==> config.mk <==
export PLATFORM = sky130hd
export DESIGN_NAME = sdpb_stream_reader
export DESIGN_NICKNAME = d
export VERILOG_FILES = /design/src/rtl/sdpb_rd_pkg.sv /design/src/rtl/sdpb_rd_skid.sv /design/src/rtl/sdpb_stream_reader.sv
export SDC_FILE = /design/constraint.sdc
export NUM_CORES = 1
export LEC_CHECK = 0
export CAP_MARGIN = 40
export CORE_MARGIN = 3
export CORE_UTILIZATION = 54
export DETAILED_ROUTE_END_ITERATION = 8
export PLACE_DENSITY = 0.85
export SETUP_SLACK_MARGIN = 0.1
export SKIP_CTS_REPAIR_TIMING = 1
export SLEW_MARGIN = 20
export SYNTH_ARGS = -nofsm -noshare
export SYNTH_HDL_FRONTEND = slang
export SYNTH_SLANG_ARGS = --single-unit
export TNS_END_PERCENT = 20
==> constraint.sdc <==
create_clock -name clk -period 6.1 [get_ports clk]
set_input_delay 1.22 -clock clk [delete_from_list [all_inputs] [get_ports clk]]
set_output_delay 1.22 -clock clk [all_outputs]
set_load 0.02 [all_outputs]
==> src/rtl/sdpb_rd_pkg.sv <==
// Shared definitions for the simple dual-port BRAM stream reader:
// controller state encoding, default widths and the read-credit rule.
package sdpb_rd_pkg;

    typedef enum logic [1:0] {
        ST_IDLE  = 2'd0,
        ST_RUN   = 2'd1,
        ST_FLUSH = 2'd2
    } rd_state_e;

    localparam int SDPB_ADDR_W = 8;
    localparam int SDPB_DATA_W = 18;

    // A read may issue only if the skid buffer still has a free slot once
    // every word already on its way has landed.
    function automatic logic credit_ok(input logic [1:0] occ,
                                       input logic       inflight,
                                       input logic       pop);
        return (int'(occ) + int'(inflight) - int'(pop)) < 2;
    endfunction

endpackage

==> src/rtl/sdpb_rd_skid.sv <==
// Two-entry FIFO holding {last, data} words captured from BRAM port B.
// The parent's credit rule guarantees it never overflows.
module sdpb_rd_skid #(
    parameter int W = 19
) (
    input  logic         clk,
    input  logic         reset,
    input  logic         push,
    input  logic [W-1:0] push_data,
    input  logic         pop,
    input  logic         flush,
    output logic [1:0]   occ,
    output logic [W-1:0] head
);

    logic [1:0]   occ_q, occ_d;
    logic [W-1:0] slot0_q, slot0_d;
    logic [W-1:0] slot1_q, slot1_d;

    always_comb begin
        occ_d   = occ_q;
        slot0_d = slot0_q;
        slot1_d = slot1_q;
        if (flush) begin
            occ_d = 2'd0;
        end else begin
            case ({push, pop})
                2'b10: begin
                    if (occ_q == 2'd0) slot0_d = push_data;
                    else               slot1_d = push_data;
                    occ_d = occ_q + 2'd1;
                end
                2'b01: begin
                    slot0_d = slot1_q;
                    occ_d   = occ_q - 2'd1;
                end
                2'b11: begin
                    // Occupancy is unchanged; the new word goes behind whatever remains.
                    if (occ_q == 2'd2) begin
                        slot0_d = slot1_q;
                        slot1_d = push_data;
                    end else begin
                        slot0_d = push_data;
                    end
                end
                default: ;
            endcase
        end
    end

    always_ff @(posedge clk or posedge reset) begin
        if (reset) begin
            occ_q   <= 2'd0;
            slot0_q <= '0;
            slot1_q <= '0;
        end else begin
            occ_q   <= occ_d;
            slot0_q <= slot0_d;
            slot1_q <= slot1_d;
        end
    end

    assign occ  = occ_q;
    assign head = slot0_q;

endmodule

==> src/rtl/sdpb_stream_reader.sv <==
// Port-B read controller for the 256x18 simple dual-port BRAM: turns a
// {base, length} command into a valid/ready stream with a last marker.
module sdpb_stream_reader
    import sdpb_rd_pkg::*;
#(
    parameter int ADDR_W = SDPB_ADDR_W,
    parameter int DATA_W = SDPB_DATA_W,
    parameter int LEN_W  = 9
) (
    input  logic              clk,
    input  logic              reset,
    input  logic              start,
    input  logic [ADDR_W-1:0] base_addr,
    input  logic [LEN_W-1:0]  length,
    input  logic              abort,
    output logic              busy,
    output logic              done,
    output logic [ADDR_W-1:0] adb,
    output logic              ceb,
    output logic              oce,
    input  logic [DATA_W-1:0] dout,
    output logic [DATA_W-1:0] out_data,
    output logic              out_valid,
    input  logic              out_ready,
    output logic              out_last
);

    rd_state_e         state_q, state_d;
    logic [ADDR_W-1:0] addr_q, addr_d;
    logic [LEN_W-1:0]  rem_q, rem_d;
    logic              busy_q, busy_d;
    logic              done_q, done_d;
    logic              inflight_q, inflight_d;
    logic              inflight_last_q, inflight_last_d;

    logic              pop, issue, flush, push;
    logic [1:0]        occ;
    logic [DATA_W:0]   head;

    always_comb begin
        pop   = out_valid && out_ready;
        issue = (state_q == ST_RUN) && (rem_q != '0) && !abort
                && credit_ok(occ, inflight_q, pop);

        state_d         = state_q;
        addr_d          = addr_q;
        rem_d           = rem_q;
        busy_d          = busy_q;
        done_d          = 1'b0;
        inflight_d      = issue;
        inflight_last_d = issue && (rem_q == LEN_W'(1));
        flush           = 1'b0;

        if (abort) begin
            // Drop everything in flight; the dout arriving next cycle is ignored.
            state_d         = ST_IDLE;
            busy_d          = 1'b0;
            inflight_d      = 1'b0;
            inflight_last_d = 1'b0;
            flush           = 1'b1;
        end else begin
            case (state_q)
                ST_IDLE: begin
                    if (start) begin
                        addr_d = base_addr;
                        rem_d  = length;
                        if (length == '0) begin
                            done_d = 1'b1;
                        end else begin
                            busy_d  = 1'b1;
                            state_d = ST_RUN;
                        end
                    end
                end
                ST_RUN: begin
                    if (issue) begin
                        addr_d = addr_q + ADDR_W'(1);
                        rem_d  = rem_q - LEN_W'(1);
                        if (rem_q == LEN_W'(1)) state_d = ST_FLUSH;
                    end
                end
                ST_FLUSH: begin
                    if (pop && out_last) begin
                        done_d  = 1'b1;
                        busy_d  = 1'b0;
                        state_d = ST_IDLE;
                    end
                end
                default: state_d = ST_IDLE;
            endcase
        end

        push = inflight_q && !flush;
    end

    always_ff @(posedge clk or posedge reset) begin
        if (reset) begin
            state_q         <= ST_IDLE;
            addr_q          <= '0;
            rem_q           <= '0;
            busy_q          <= 1'b0;
            done_q          <= 1'b0;
            inflight_q      <= 1'b0;
            inflight_last_q <= 1'b0;
        end else begin
            state_q         <= state_d;
            addr_q          <= addr_d;
            rem_q           <= rem_d;
            busy_q          <= busy_d;
            done_q          <= done_d;
            inflight_q      <= inflight_d;
            inflight_last_q <= inflight_last_d;
        end
    end

    sdpb_rd_skid #(
        .W(DATA_W + 1)
    ) u_skid (
        .clk       (clk),
        .reset     (reset),
        .push      (push),
        .push_data ({inflight_last_q, dout}),
        .pop       (pop),
        .flush     (flush),
        .occ       (occ),
        .head      (head)
    );

    assign busy      = busy_q;
    assign done      = done_q;
    assign adb       = addr_q;
    assign ceb       = issue;
    assign oce       = 1'b1;
    assign out_valid = (occ != 2'd0);
    assign out_data  = head[DATA_W-1:0];
    assign out_last  = out_valid && head[DATA_W];

endmodule
==> impl_metrics.env, run 1 <==
export IMPL_vdd_drop_max_uv=194
export IMPL_grt_max_degree=64
export IMPL_grt_pass1_wl_um=11900
export IMPL_ant_nets=0
export IMPL_finalClockSkew_ps=8.41
export IMPL_path_max_fanout=9
export IMPL_core_area_mm2=0.00568
export IMPL_period_share=0.830
export IMPL_layout_drive_gt1_share=0.138
export IMPL_end_kind="primary output"
export IMPL_async_flop_share=1.00
export IMPL_finalNetCount=416
export IMPL_place_ws_ps=1050
export IMPL_worstPathArrival_ps=3840
export IMPL_cts_tree="done"
export IMPL_dieArea_mm2=0.00698
export IMPL_leakage_nw=1.87
export IMPL_netlist_cell_type_count=57
export IMPL_gp_congestion=0.925
export IMPL_worstHoldStart="adb[7]$_DFFE_PP0P_"
export IMPL_port_buffers=70
export IMPL_cts_buffers=9
export IMPL_htree_levels=3
export IMPL_viasPerCell=5.73
export IMPL_slew_headroom=0.438
export IMPL_synth_top_cell_area_share=0.485
export IMPL_row_count=27
export IMPL_ys_seq_elements=63
export IMPL_max_freq_mhz=198
export IMPL_clock_latency_ps=340
export IMPL_hold_path_class="flop to flop"
export IMPL_crit_type="primary input to primary output"
export IMPL_yosysTopAreaCell="dfrtp_1"
export IMPL_power_density_mw_per_mm2=317
export IMPL_status="completed"
export IMPL_overflow=0
export IMPL_setup_tns_ps=0
export IMPL_first_pass_iters=6
export IMPL_synth_top_flop_cell="dfrtp_1"
export IMPL_hold_end="adb[7]$_DFFE_PP0P_"
export IMPL_wl_per_cell_um=15.7
export IMPL_whs_path_depth=1
export IMPL_finalCoreUtilization=0.728
export IMPL_hpwl_um=5050
export IMPL_finalMaxSlewViolations=0
export IMPL_synth_seq_area_share=0.485
export IMPL_period_minus_slack_ps=5060
export IMPL_start_util=0.573
export IMPL_fill_cells=392
export IMPL_regToRegStartpoint="u_skid.occ[0]$_DFFE_PP0P_"
export IMPL_dieWidth_um=83.6
export IMPL_grt_usage=0.210
export IMPL_place_inst=432
export IMPL_ios=72
export IMPL_whs_ps=492
export IMPL_setup_viol=0
export IMPL_tightest_slew_ps=835
export IMPL_synth_nets=361
export IMPL_vias=2575
export IMPL_r2r_slack_ps=3250
export IMPL_rr_worst_depth=11
export IMPL_drv_cap=0
export IMPL_hold_viol_final=0
export IMPL_required_ps=4880
export IMPL_antenna_found_initial=0
export IMPL_root_buffer="clkbuf_8"
export IMPL_yosys_warnings=0
export IMPL_synthCells=317
export IMPL_netlist_top_cells_area="dfrtp_1, mux2_2, mux2i_1"
export IMPL_drcViolationCount=0
export IMPL_grt_pass1_vias=2584
export IMPL_area_delta_synth_final_pct=27.2
export IMPL_finalWorstSetupSlack_ps=1040
export IMPL_synth_area_mm2=0.00325
export IMPL_synth_edf_count=0
export IMPL_synth_avg_cell_area_um2=10.3
export IMPL_n_antenna_cell=0
export IMPL_rsz0062_at_grt="no"
export IMPL_finalNonFillerCells=449
export IMPL_rr_endpoint="rem_q[7]$_DFFE_PP0P_"
export IMPL_routed_wl_um=7060
export IMPL_clock_sinks=63
export IMPL_cp_start_kind="primary input"
export IMPL_die_h_um=83.6
export IMPL_drt_initial_drc_count=134
export IMPL_clk_pin_slew_worst_paths_ps=70
export IMPL_clock_tree_buffer_depth=2
-- power by group --
part	switching (mW)	internal [mW]	leakage, nW
sequential	0.0662	0.508	0.762
combinational	0.189	0.189	1.01
clock	0.159	0.199	0.0916
-- worst max path at each step --
stage	startpoint	endpoint	depth (start not counted)
2_1_floorplan	out_ready	ceb	7
3_3_place_gp	out_ready	ceb	9
3_5_place_dp	out_ready	ceb	9
4_1_cts	out_ready	ceb	9
5_1_grt	out_ready	ceb	9
6_report	out_ready	ceb	9
-- placed cells by master, fill, tap and decap left out, drive strengths merged, types with 2 or more instances in the layout --
cell,netlist,routed
a211oi,3,3
a21o,2,2
a21oi,35,35
a2bb2oi,3,3
a311oi,2,2
buf,23,6
clkbuf,9,11
clkdlybuf4s50,0,70
clkinvlp,0,3
dfrtp,63,63
ha,3,3
inv,11,11
mux2,19,19
mux2i,19,19
nand2,16,16
nand3,10,10
nand3b,2,2
nand4,2,2
nor2,37,37
nor2b,3,3
nor3,6,6
nor4,3,3
o211ai,3,3
o21ai,7,7
o22a,2,2
o22ai,7,7
o31ai,2,2
or2,2,2
or4b,2,2
-- cells in the mapped netlist (7+ instances only) --
cell type  number
mux2_2         19
a21oi_1        35
nand3_1        10
clkbuf_1        9
buf_4          20
dfrtp_1        63
inv_1          10
nor2_1         36
mux2i_1        19
o22ai_1         7
nand2_1        16
-- layout make-up --
class	count	area [um^2]	share of cell area
Clock buffer	11	141	0.0342
Multi-Input combinational cell	211	1440	0.347
Tap cell	72	90.1	0.0218
Clock inverter	5	57.6	0.0139
Timing Repair Buffer	76	790	0.191
Inverter	11	43.8	0.0106
Sequential cell	63	1580	0.381
-- per-stage QoR --
stage | cell area [um^2] | power, mW
after floorplan | 3250 | 0.831
after global placement | 3870 | 0.941
after detailed placement | 3910 | 0.959
after CTS | 4110 | 1.32
after global routing | 4130 | 1.38
final | 4130 | 1.31
-- routing by layer --
metal / vias up / global-route usage / wire length, um
li1: 1229 / - / -
met1: 1241 / 0.262 / 3060
met2: 96 / 0.356 / 3410
met3: 9 / 0.0434 / 467
met4: 0 / 0.0819 / 119
met5: - / 0 / 0
-- worst max-delay path, cell delays in order --
cell	delay, ps
clkdlybuf4s50_1	490
and3_1	210
a21o_1	110
nand2_1	80
fa_1	410
xnor2_1	330
o211ai_4	220
inv_4	150
clkdlybuf4s50_1	620
-- logic make-up (layout without fill, tap and decap cells) --
family	after synthesis	after routing	synth area share
adders and majority gates	4	4	0.0177
xor gates and xnor gates	1	1	0.00270
and+or+nand+nor	91	91	0.139
buffers and inverters	43	103	0.0743
other	1	1	0.00115
muxes	38	38	0.124
DFF	63	63	0.485
AOI/OAI and AO/OA	76	76	0.155
-- state kept, by name (all words and copies together), names as in the netlist --
name,flops
inflight_last_q,1
done,1
u_skid.occ,2
adb,8
u_skid.head,19
busy,1
u_skid.slot1_q,19
state_q,2
rem_q,9
inflight_q,1
No activity file was read; power rests on OpenSTA's default activity.
==> run 2, diff against run 1 <==
--- a/config.mk
+++ b/config.mk
@@ -7,9 +7,9 @@
 export LEC_CHECK = 0
 export CAP_MARGIN = 40
 export CORE_MARGIN = 3
-export CORE_UTILIZATION = 54
+export CORE_UTILIZATION = 51
 export DETAILED_ROUTE_END_ITERATION = 8
-export PLACE_DENSITY = 0.85
+export PLACE_DENSITY = 0.81
 export SETUP_SLACK_MARGIN = 0.1
 export SKIP_CTS_REPAIR_TIMING = 1
 export SLEW_MARGIN = 20
==> constraint.sdc (replaced) <==
create_clock -name clk -period 4.9 [get_ports clk]
set_input_delay 0.98 -clock clk [delete_from_list [all_inputs] [get_ports clk]]
set_output_delay 0.98 -clock clk [all_outputs]
set_load 0.02 [all_outputs]
==> impl_metrics.env, run 2 (synthesis results as in run 1) <==
export IMPL_layout_common_cells="clkdlybuf4s50_1, dfrtp_1, nor2_1"
export IMPL_multi_input_area_mm2=0.00144
export IMPL_die_h_um=85.8
export IMPL_cp_start_kind="primary input"
export IMPL_slew_headroom=0.503
export IMPL_finalWorstSetupSlack_ps=270
export IMPL_crit_family="buffers and inverters"
export IMPL_first_pass_iters=4
export IMPL_htree_levels=3
export IMPL_overflow=0
export IMPL_hold_path_class="flop to flop"
export IMPL_tightest_slew_ps=737
export IMPL_finalNonFillerCells=450
export IMPL_period_share=0.945
export IMPL_start_util=0.536
export IMPL_ant_nets=0
export IMPL_cp_cell_sequence="clkdlybuf4s50_1 -> and3_1 -> a21o_1 -> nand2_1 -> fa_1 -> xnor2_1 -> o211ai_4 -> inv_4 -> clkdlybuf4s50_1"
export IMPL_row_count=28
export IMPL_clock_latency_ps=340
export IMPL_critical_path_buf_inv_count=3
export IMPL_layout_drive_gt1_share=0.133
export IMPL_hold_viol_final=0
export IMPL_drt_initial_drc_count=113
export IMPL_grt_max_degree=39
export IMPL_drv_cap=0
export IMPL_timing_critical_path_mode_cell="clkdlybuf4s50_1"
export IMPL_cpPeakStageDelay_ps=610
export IMPL_drcViolationCount=0
export IMPL_status="completed"
export IMPL_rsz0062_at_grt="no"
export IMPL_place_inst=435
export IMPL_leakage_nw=1.85
export IMPL_clock_sinks=63
export IMPL_finalClockSkew_ps=4.25
export IMPL_path_max_fanout=9
export IMPL_port_buffers=70
export IMPL_grt_usage=0.206
export IMPL_antenna_found_initial=0
export IMPL_crit_slowest_cell="clkdlybuf4s50_1"
export IMPL_power_density_mw_per_mm2=400
export IMPL_grt_pass1_wl_um=11900
export IMPL_place_ws_ps=301
export IMPL_crit_type="primary input to primary output"
export IMPL_dieArea_mm2=0.00737
export IMPL_required_ps=3920
export IMPL_dieWidth_um=85.8
export IMPL_clock_tree_buffer_depth=2
export IMPL_vias=2617
export IMPL_power_mw=1.64
export IMPL_finalCoreUtilization=0.676
export IMPL_final_common_cell="clkdlybuf4s50_1"
export IMPL_routed_wl_um=7200
export IMPL_vdd_drop_max_uv=206
export IMPL_core_area_mm2=0.00606
export IMPL_period_minus_slack_ps=4630
export IMPL_root_buffer="clkbuf_8"
export IMPL_fill_cells=462
export IMPL_gp_congestion=0.842
export IMPL_cts_tree="done"
export IMPL_end_kind="primary output"
export IMPL_finalNetCount=415
export IMPL_hpwl_um=5190
export IMPL_n_antenna_cell=0
export IMPL_viasPerCell=5.82
export IMPL_ios=72
export IMPL_wl_per_cell_um=16.0
export IMPL_clk_pin_slew_worst_paths_ps=60
export IMPL_setup_tns_ps=0
export IMPL_setup_viol=0
export IMPL_finalMaxSlewViolations=0
export IMPL_seqCellArea_mm2=0.00158
export IMPL_area_delta_synth_final_pct=26.1
export IMPL_worstPathArrival_ps=3650
export IMPL_grt_pass1_vias=2551
export IMPL_cts_buffers=9
export IMPL_max_freq_mhz=216
## run 2: worst register-to-register path, stage by stage, from the launching register on
cell	delay [ps]
dfrtp_1	450
inv_1	130
and3_1	200
a21o_1	110
nand2_1	80
fa_1	420
xnor2_1	360
o211ai_4	230
inv_4	150
nand3_1	140
a2111oi_0	440
o22ai_1	140
## run 2: through the flow
stage          cell area [um^2]  hold WS [ps]
2_1_floorplan              3250           472
3_3_place_gp               3870           485
3_5_place_dp               3900           492
4_1_cts                    4100           503
5_1_grt                    4100           518
6_report                   4100           504
## run 2: path summary, 6_finish.rpt
| check | startpoint | end | slack (ps) | cells past startpoint |
|---|---|---|---|---|
| max in group asynchronous | reset | u_skid.slot1_q[9]$_DFFE_PP0P_ | 2940 | 3 |
| worst max-delay path | out_ready | ceb | 270 | 9 |
| worst min-delay path | u_skid.slot1_q[11]$_DFFE_PP0P_ | u_skid.slot1_q[11]$_DFFE_PP0P_ | 500 | 1 |
| worst max register to register | u_skid.occ[0]$_DFFE_PP0P_ | rem_q[7]$_DFFE_PP0P_ | 1910 | 11 |
| worst min register to register | u_skid.slot1_q[11]$_DFFE_PP0P_ | u_skid.slot1_q[11]$_DFFE_PP0P_ | 500 | 1 |
| min in group asynchronous | reset | u_skid.head[7]$_DFFE_PP0P_ | 1080 | 2 |
## run 2: where the power goes
group | leakage [nW] | switching (mW) | total (mW) | internal, mW
Clock | 0.0985 | 0.198 | 0.457 | 0.259
Combinational | 0.993 | 0.235 | 0.467 | 0.232
Sequential | 0.762 | 0.0813 | 0.714 | 0.632
## run 2: layer usage
layer  vias to the layer above  track usage  part of all wire
met5                         -            0                 0
met1                      1251        0.266              0.42
met2                       115        0.339              0.48
met3                        17       0.0384             0.076
li1                       1234            -                 -
met4                         0       0.0906             0.021
## run 2: area by class of cell
type | instances | share of cell area
sequential | 63 | 0.385
timing repair buffer | 75 | 0.183
clock inverter | 3 | 0.0104
tap | 75 | 0.0229
inverter | 11 | 0.0107
clock buffer | 12 | 0.0379
multi-input combinational | 211 | 0.350
